File: src/rtl/instr_issuer_pkg.sv
// Shared constants for the instruction issuer: FSM encodings, default depth, opcodes.
package instr_issuer_pkg;

    localparam int unsigned DEPTH_DEF = 8;
    localparam int unsigned STATE_W   = 3;
    localparam int unsigned INSTR_W   = 16;
    localparam int unsigned BYTE_W    = 8;
    localparam int unsigned LEN_W     = 4;

    typedef logic [STATE_W-1:0] state_t;

    localparam logic [STATE_W-1:0] ST_IDLE  = 3'd0;
    localparam logic [STATE_W-1:0] ST_LOAD  = 3'd1;
    localparam logic [STATE_W-1:0] ST_RUN   = 3'd2;
    localparam logic [STATE_W-1:0] ST_DRAIN = 3'd3;
    localparam logic [STATE_W-1:0] ST_DONE  = 3'd4;

    localparam logic [3:0] OP_NOP  = 4'h0;
    localparam logic [3:0] OP_LOAD = 4'h9;
    localparam logic [3:0] OP_ADD  = 4'hA;
    localparam logic [3:0] OP_SUB  = 4'hB;
    localparam logic [3:0] OP_AND  = 4'hC;
    localparam logic [3:0] OP_OR   = 4'hD;
    localparam logic [3:0] OP_NOT  = 4'hE;
    localparam logic [3:0] OP_XOR  = 4'hF;

    // An entry whose opcode nibble is NOP terminates a program load.
    function automatic logic is_nop(input logic [BYTE_W-1:0] hi_byte);
        return hi_byte[7:4] == OP_NOP;
    endfunction

endpackage

File: src/rtl/instr_mem.sv
// Program register file: one synchronous write port, one combinational read port, no reset.
module instr_mem
    import instr_issuer_pkg::*;
#(
    parameter int unsigned DEPTH  = DEPTH_DEF,
    parameter int unsigned ADDR_W = 3
) (
    input  logic                 clk,
    input  logic                 we,
    input  logic [ADDR_W-1:0]    waddr,
    input  logic [INSTR_W-1:0]   wdata,
    input  logic [ADDR_W-1:0]    raddr,
    output logic [INSTR_W-1:0]   rdata
);

    logic [INSTR_W-1:0] mem [DEPTH];

    // Write port; contents survive reset so a program persists until reloaded.
    always_ff @(posedge clk) begin
        if (we) begin
            mem[waddr] <= wdata;
        end
    end

    assign rdata = mem[raddr];

endmodule

File: src/rtl/instr_issuer.sv
// Loads a byte-serial program, then issues it to a compute unit and collects one result per entry.
module instr_issuer
    import instr_issuer_pkg::*;
#(
    parameter int unsigned DEPTH = DEPTH_DEF
) (
    input  logic                 clk,
    input  logic                 rst_n,
    input  logic                 ena,
    input  logic                 load,
    input  logic                 start,
    input  logic [BYTE_W-1:0]    byte_in,
    input  logic                 byte_valid,
    input  logic [BYTE_W-1:0]    result_in,
    output logic [INSTR_W-1:0]   instr_out,
    output logic                 cu_ena,
    output logic                 busy,
    output logic [LEN_W-1:0]     prog_len,
    output logic [BYTE_W-1:0]    result_out,
    output logic                 result_valid,
    output logic [BYTE_W-1:0]    acc_out,
    output logic                 done
);

    localparam int unsigned PTR_W = (DEPTH > 1) ? $clog2(DEPTH) : 1;

    state_t              state_q,        state_d;
    logic [PTR_W-1:0]    wr_ptr_q,       wr_ptr_d;
    logic [PTR_W-1:0]    rd_ptr_q,       rd_ptr_d;
    logic                phase_q,        phase_d;
    logic [BYTE_W-1:0]   hi_q,           hi_d;
    logic [LEN_W-1:0]    prog_len_q,     prog_len_d;
    logic                drain_q,        drain_d;
    logic [INSTR_W-1:0]  instr_q,        instr_d;
    logic                cu_ena_q,       cu_ena_d;
    logic                cap_pend_q,     cap_pend_d;
    logic [BYTE_W-1:0]   result_q,       result_d;
    logic                result_valid_q, result_valid_d;
    logic [BYTE_W-1:0]   acc_q,          acc_d;
    logic                done_q,         done_d;
    logic                busy_q,         busy_d;

    logic                mem_we_c;
    logic [INSTR_W-1:0]  mem_wdata_c;
    logic [INSTR_W-1:0]  mem_rdata_c;

    assign mem_wdata_c = {hi_q, byte_in};

    instr_mem #(
        .DEPTH  (DEPTH),
        .ADDR_W (PTR_W)
    ) u_mem (
        .clk   (clk),
        .we    (mem_we_c & ena),
        .waddr (wr_ptr_q),
        .wdata (mem_wdata_c),
        .raddr (rd_ptr_q),
        .rdata (mem_rdata_c)
    );

    // State register and all output registers; ena low freezes everything.
    always_ff @(posedge clk or negedge rst_n) begin
        if (!rst_n) begin
            state_q        <= ST_IDLE;
            wr_ptr_q       <= '0;
            rd_ptr_q       <= '0;
            phase_q        <= 1'b0;
            hi_q           <= '0;
            prog_len_q     <= '0;
            drain_q        <= 1'b0;
            instr_q        <= '0;
            cu_ena_q       <= 1'b0;
            cap_pend_q     <= 1'b0;
            result_q       <= '0;
            result_valid_q <= 1'b0;
            acc_q          <= '0;
            done_q         <= 1'b0;
            busy_q         <= 1'b0;
        end else if (ena) begin
            state_q        <= state_d;
            wr_ptr_q       <= wr_ptr_d;
            rd_ptr_q       <= rd_ptr_d;
            phase_q        <= phase_d;
            hi_q           <= hi_d;
            prog_len_q     <= prog_len_d;
            drain_q        <= drain_d;
            instr_q        <= instr_d;
            cu_ena_q       <= cu_ena_d;
            cap_pend_q     <= cap_pend_d;
            result_q       <= result_d;
            result_valid_q <= result_valid_d;
            acc_q          <= acc_d;
            done_q         <= done_d;
            busy_q         <= busy_d;
        end
    end

    // Next-state and next-output logic.
    always_comb begin
        state_d        = state_q;
        wr_ptr_d       = wr_ptr_q;
        rd_ptr_d       = rd_ptr_q;
        phase_d        = phase_q;
        hi_d           = hi_q;
        prog_len_d     = prog_len_q;
        drain_d        = drain_q;
        instr_d        = '0;
        cu_ena_d       = 1'b0;
        cap_pend_d     = cu_ena_q;
        result_d       = result_q;
        result_valid_d = 1'b0;
        acc_d          = acc_q;
        done_d         = 1'b0;
        mem_we_c       = 1'b0;

        // The compute unit registers an issued entry one cycle later; sample it then.
        if (cap_pend_q) begin
            result_d       = result_in;
            result_valid_d = 1'b1;
            acc_d          = acc_q ^ result_in;
        end

        case (state_q)
            ST_IDLE: begin
                if (load) begin
                    state_d    = ST_LOAD;
                    wr_ptr_d   = '0;
                    phase_d    = 1'b0;
                    prog_len_d = '0;
                end else if (start && (prog_len_q != '0)) begin
                    state_d  = ST_RUN;
                    rd_ptr_d = '0;
                    acc_d    = '0;
                end
            end
            ST_LOAD: begin
                if (byte_valid) begin
                    if (!phase_q) begin
                        hi_d    = byte_in;
                        phase_d = 1'b1;
                    end else begin
                        mem_we_c   = 1'b1;
                        wr_ptr_d   = wr_ptr_q + PTR_W'(1);
                        prog_len_d = prog_len_q + LEN_W'(1);
                        phase_d    = 1'b0;
                        if (is_nop(hi_q) || (prog_len_q == LEN_W'(DEPTH - 1))) begin
                            state_d = ST_IDLE;
                        end
                    end
                end
            end
            ST_RUN: begin
                instr_d  = mem_rdata_c;
                cu_ena_d = 1'b1;
                rd_ptr_d = rd_ptr_q + PTR_W'(1);
                if (LEN_W'(rd_ptr_q) == (prog_len_q - LEN_W'(1))) begin
                    state_d = ST_DRAIN;
                    drain_d = 1'b0;
                end
            end
            ST_DRAIN: begin
                // Two cycles let the final entry's result reach the capture register.
                if (drain_q) begin
                    state_d = ST_DONE;
                    done_d  = 1'b1;
                end else begin
                    drain_d = 1'b1;
                end
            end
            ST_DONE: begin
                state_d = ST_IDLE;
            end
            default: begin
                state_d = ST_IDLE;
            end
        endcase

        busy_d = (state_d != ST_IDLE);
    end

    // Strobes are suppressed while stalled without disturbing the registers behind them.
    assign instr_out    = instr_q;
    assign cu_ena       = cu_ena_q & ena;
    assign busy         = busy_q;
    assign prog_len     = prog_len_q;
    assign result_out   = result_q;
    assign result_valid = result_valid_q & ena;
    assign acc_out      = acc_q;
    assign done         = done_q & ena;

endmodule

File: config.mk
export PLATFORM = sky130hd
export DESIGN_NAME = instr_issuer
export DESIGN_NICKNAME = d
export VERILOG_FILES = /design/src/rtl/instr_issuer_pkg.sv /design/src/rtl/instr_mem.sv /design/src/rtl/instr_issuer.sv
export SDC_FILE = /design/constraint.sdc
export NUM_CORES = 1
export LEC_CHECK = 0
export BUFFER_PORTS_ARGS = -buffer_cell sky130_fd_sc_hd__clkbuf_2
export CORE_MARGIN = 4
export CORE_UTILIZATION = 54
export CTS_CLUSTER_SIZE = 24
export DETAILED_ROUTE_END_ITERATION = 6
export PLACE_DENSITY_LB_ADDON = 0.08
export REMOVE_ABC_BUFFERS = 1
export SYNTH_ARGS = -nofsm -noshare
export SYNTH_HDL_FRONTEND = slang
export SYNTH_HIERARCHICAL = 1
export SYNTH_SLANG_ARGS = --single-unit
export TNS_END_PERCENT = 50
File: constraint.sdc
create_clock -name clk -period 3.3 [get_ports clk]
set_input_delay 0.165 -clock clk [delete_from_list [all_inputs] [get_ports clk]]
set_output_delay 0.165 -clock clk [all_outputs]
set_load 0.005 [all_outputs]
# [Word level (Yosys, flattened, before mapping)]
# Memories as Yosys holds them, arrays and structs flattened.
# Cells that the tools add are included.
[classes] n_addsub=4 eq_ne=11 muxes=39 bitwise=6 n_reduce_logical=15
[op_table] operator="$mux W3" count=12
[op_table] operator="$mux W8" count=4
[op_table] operator="$mux W16" count=1
[op_table] operator="$mux W1" count=13
[op_table] operator="$mux W4" count=3
[op_table] operator="$ne A2 B2 Y1 const B" count=6
[op_table] operator="$pmux W3 S2" count=2
[op_table] operator="$pmux W3 S4" count=1
[op_table] operator="$reduce_and A4 Y1" count=3
[op_table] operator="$pmux W4 S2" count=1
[op_table] operator="$xor A8 B8 Y8" count=1
[op_table] operator="$add A3 B1 Y3 const B" count=2
[op_table] operator="$eq A3 B2 Y1 const B" count=2
[op_table] operator="$reduce_bool A2 Y1" count=3
[op_table] operator="$reduce_and A5 Y1" count=1
[op_table] operator="$add A4 B1 Y4 const B" count=1
[op_table] operator="$and A1 B1 Y1" count=4
[op_table] operator="$eq A3 B4 Y1" count=1
[op_table] operator="$eq A4 B3 Y1 const B" count=1
[op_table] operator="$logic_not A4 Y1" count=1
[op_table] operator="$pmux W1 S2" count=2
[op_table] operator="$reduce_bool A4 Y1" count=1
[op_table] operator="$sub A4 B1 Y4 const B" count=1
[op_table] operator="$eq A3 B1 Y1 const B" count=1
[op_table] operator="7 further kinds" count=7
[word_totals] ff_bits=60 mem_bits_rw=128 output_inout_bits=40 wordCells=91 memories=1
[mem_list] memory="u_mem.mem" words=8 word_bits=16 read_ports=1 rd_ports_with_merged_regs=0 write_ports=1 line_no="instr_mem.sv:16" rtl="logic [INSTR_W-1:0] mem [DEPTH];"

# [Logic depth before layout (Yosys ltp)]
[depth] word_depth=7 depth_mapped=6

# [Modules after synthesis]
# The synthesis kept the hierarchy.
[modules_own_cells] module="instr_mem" n_inst=1 cells_per_inst=198 area_per_inst_um2=4973.5 seq_area_each_um2=3843.7
[modules_own_cells] module="instr_issuer" n_inst=1 cells_per_inst=226 area_per_inst_um2=2598.7 seq_area_each_um2=1501.4

# [Least setup slack after synthesis]
# OpenSTA, ideal clock, no wires.
[synth_path] kind="reg2reg" startpoint="reg state_q[2]" endpoint="mem u_mem.mem[0][0] (enable)" setup_ns=0.409 arrival_time_ns=2.462 setup_slack_ns=0.429 stages_incl_launch_ff=6 path_buffers=1 period_less_slack_ns=2.871 cell_sequence="dfrtp_1 or3b_1 clkbuf_1 nor2_1 nand2b_1 nor3_1"
[synth_between] elab_chain_len=5
[synth_lines] item="from (decl)" line_no="instr_issuer.sv:27" rtl="state_t state_q, state_d;"
[synth_lines] item="from (signal assigned)" line_no="instr_issuer.sv:80" rtl="state_q <= state_d;"
[synth_lines] item="$eq A3 B1 Y1" line_no="instr_issuer.sv:123" rtl="case (state_q)"
[synth_lines] item="$mux W1" line_no="instr_issuer.sv:123"
[synth_lines] item="$and A1 B1 Y1" line_no="instr_issuer.sv:54" rtl=".we (mem_we_c & ena),"
[synth_lines] item="$mux W1" line_no="instr_mem.sv:20" rtl="if (we) begin"
[synth_lines] item="$mux W1 (implied by the code)" line_no="instr_mem.sv:21" rtl="mem[waddr] <= wdata;"
[synth_lines] item="to (decl)" line_no="instr_mem.sv:16"
# Every way passes these cells.

# [Worst setup path in the final report]
[layout_path] startpoint="reg state_q[0]" endpoint="mem u_mem.mem[2][15] (enable)"
# Same word-level chain as after synthesis.

==> key figures <==
Clock network
  – Longest Clk Path Bufs: 2
  – H-Tree Level Count: 4
  – CTS buffer count: 17
  – CTS clk-pin slew, worst paths: 0.06 ns
  – # Post-CTS Setup Buffers: 0
  – Worst-skew pair later-pin latency: roughly 0.42 ns
  – CTS tree: yes
  – Sinks on Clock Net: ~190
  – Root Buffer: clkbuf_16

Worst setup path
  – Reg-to-reg endpoint: u_mem/mem[2][15]$_DFFE_PP_
  – Crit start category: flop
  – R2R depth: 5
  – R2R Path Start: state_q[0]$_DFFE_PN0P_
  – Worst Path Arrival: about 2.6 ns
  – Crit path from: state_q[0]$_DFFE_PN0P_
  – CP endpoint kind: flop
  – Crit path kind: reg -> reg
  – Setup slack, reg-to-reg: just under 0.8 ns
  – Critical path peak fanout: 16
  – Worst Setup EP: u_mem/mem[2][15]$_DFFE_PP_
  – WP data required: approximately 3.4 ns

Synth
  – Sequential fraction of the synthesis area: 70.6%
  – Most used DFF post-synth: edfxtp_1
  – Top cells by area, synth: edfxtp_1, dfrtp_1, mux4_1
  – Yosys reg bits: approximately 190
  – Synth cell count leaders: edfxtp_1, dfrtp_1, nand2_1
  – Synth async-reset ratio: between 30% and 40%
  – Warnings, synthesis: 6
  – Most frequent cell after synthesis: edfxtp_1
  – Cell taking the most area after synthesis: edfxtp_1
  – Syn_area_per_cell: 17.9 sq um
  – Post-synth EDFFs: approximately 130
  – Cell count after synthesis: between 400 and 500
  – Top cell type's share of synthesized area: between 50% and 60%
  – Cell Area, Synth: around 7600 sq um
  – Synth cell types: 52

Global routing
  – Initial antenna violation count: 0
  – First-pass GRT wire length: between 20 and 25 mm
  – Grt ovf: 0
  – Largest net degree at the start of global routing: 45
  – Total track usage: between 10% and 20%
  – Vias in the first global route: 4095

Finish
  – Diodes inserted: 0
  – Synthesis-to-finish area growth: 15.7%
  – # nets final: 531
  – Post-Layout Cell Count: about 700
  – Share of cells above drive strength 1: roughly a quarter
  – FILL cells: just under 1000
  – Final Instance Area: ~9000 sq um

Routing
  – 1st-iter DRT viols: ~260
  – Routed WL per cell: ~22 microns
  – WL final: about 15 mm
  – Antenna Nets Post-Route: 0
  – 1st-pass router iterations: 4
  – Vias post-DR: 4010
  – DRC: 0
  – Via density: between 5 and 6

STA
  – Worst Skew: between 0.009 and 0.01 ns
  – Hold Vio Cnt, Final: 0
  – Final Slew Violations: 0
  – RSZ-0062 raised after global routing: false
  – Worst slew margin: between 20% and 30%
  – Setup Viol. Count Final: 0
  – Slew @ Worst Pin: 1.09 ns
  – Final min period: approximately 2.5 ns
  – Final period util: about three quarters
  – Post-Route Setup TNS: 0 ns
  – FMAX: ~400 MHz
  – Worst hold margin: roughly 0.051 ns

Run
  – MaxCap Viol Count: 0

Floorplanning
  – Die width: 126 microns
  – I/O Pins: 62
  – Core area: around 14000 sq um
  – Initial Utilization: between 50% and 60%
  – Chip Height: 126 microns
  – Die ar.: 16000 sq um
  – Site row count: 43

Power
  – Maximum vdd drop: between 500 and 600 uV
  – Leakage: between 3 and 4 nW
  – Pwr Density: approximately 810 nW/um^2
  – Post-layout power: 0.00709 W

Status
  – Outcome: finished clean

Min path
  – Worst hold path startpoint: byte_in[2]
  – Hold WC Path Type: in -> reg

Placement
  – GPL Wtd Cong: about 0.77
  – Dpl hpwl: 9.51 mm
  – Placed cell count: about 660
  – Port bufs: 61
  – Placed cell area: a little over 8000 sq um
-- report_power, final --
group          leakage, nW  total [W]  internal [W]  switching (W)
clock                0.282    0.00196       0.00118       0.000788
sequential            1.92    0.00343       0.00296       0.000474
combinational         1.23    0.00170      0.000932       0.000764
-- layer usage --
metal	wire length [microns]	track usage, %	part of all wire [%]	up-vias
met4	238	6.75	1.6	0
met5	0	0	0	-
li1	-	-	-	1833
met2	7810	33.4	52	106
met3	679	4.42	4.5	16
met1	6370	26.0	42	2055
-- final cells by class --
type                       count  area [sq um]  area share, %
timing repair buffer          82           498           5.68
clock inverter                 6          87.6          0.999
tap                          180           225           2.57
sequential                   188          5350           61.0
clock buffer                  26           489           5.58
multi-input combinational    209          2090           23.9
inverter                       7          26.3          0.300
-- logic make-up (layout without fill, tap and decap cells) --
family | count (synthesis) | count (layout) | share of synthesized area [%]
adders and majority gates | 4 | 4 | 0.661
buffers and inverters | 27 | 121 | 1.92
AOI/OAI and AO/OA | 51 | 51 | 5.14
xor gates and xnor gates | 11 | 11 | 1.27
and+or+nand+nor | 86 | 86 | 5.75
DFF | 188 | 188 | 70.6
muxes | 57 | 57 | 14.7
-- sequential cells by signal, summed over array words and instances, names as in the netlist, 3 cells and up --
signal,flops
state_q,3
rd_ptr_q,3
instr_out,16
result_out,8
wr_ptr_q,3
hi_q,8
u_mem/mem,128
prog_len,4
acc_out,8
-- metrics by stage --
stage	setup slack, ns	utilization [%]
6_report	0.788	63.4
4_1_cts	0.770	63.4
3_3_place_gp	0.927	58.6
2_1_floorplan	0.322	-
5_1_grt	0.612	63.4
3_5_place_dp	0.836	58.6
-- worst max-delay path, stage by stage, from the launching register on --
cell,delay (ns)
dfrtp_1,0.63
or3b_1,0.50
nor2_1,0.39
nand2b_1,0.21
nor2_1,0.15
buf_4,0.29
-- placed cells by master (no fill, tap or decap), types with 3 or more instances in the layout --
cell type	count
edfxtp_1	128
clkbuf_2	60
dfrtp_1	59
nand2_1	33
mux4_1	28
mux2_2	24
nor2_1	21
a22o_1	19
clkbuf_16	17
buf_4	11
xor2_1	9
dlygate4sd3_1	9
inv_1	7
nand2b_1	7
o21ai_0	7
clkbuf_1	6
a21o_1	5
a21oi_1	4
ha_1	4
mux4_2	4
and2_1	3
nor3_2	3
nor3_1	3
o31ai_1	3
clkbuf_8	3
-- timing repair --
item                      4_1_cts  5_1_grt
hold buffers                    9        0
hold endpoints to repair       51        0
resized for setup               0        0
-- worst min path at each step --
stage | end | slack, ns | cells after the start
4_1_cts | u_mem/mem[5][2]$_DFFE_PP_ | 0.04 | 1
6_report | u_mem/mem[5][2]$_DFFE_PP_ | 0.05 | 1
2_1_floorplan | acc_out[0]$_DFFE_PN0P_ | -0.13 | 0
3_3_place_gp | result_out[1]$_DFFE_PN0P_ | 0.39 | 3
5_1_grt | u_mem/mem[1][6]$_DFFE_PP_ | 0.06 | 1
3_5_place_dp | wr_ptr_q[2]$_DFFE_PN0P_ | 0.41 | 1
No activity file was read; power rests on OpenSTA's default activity.
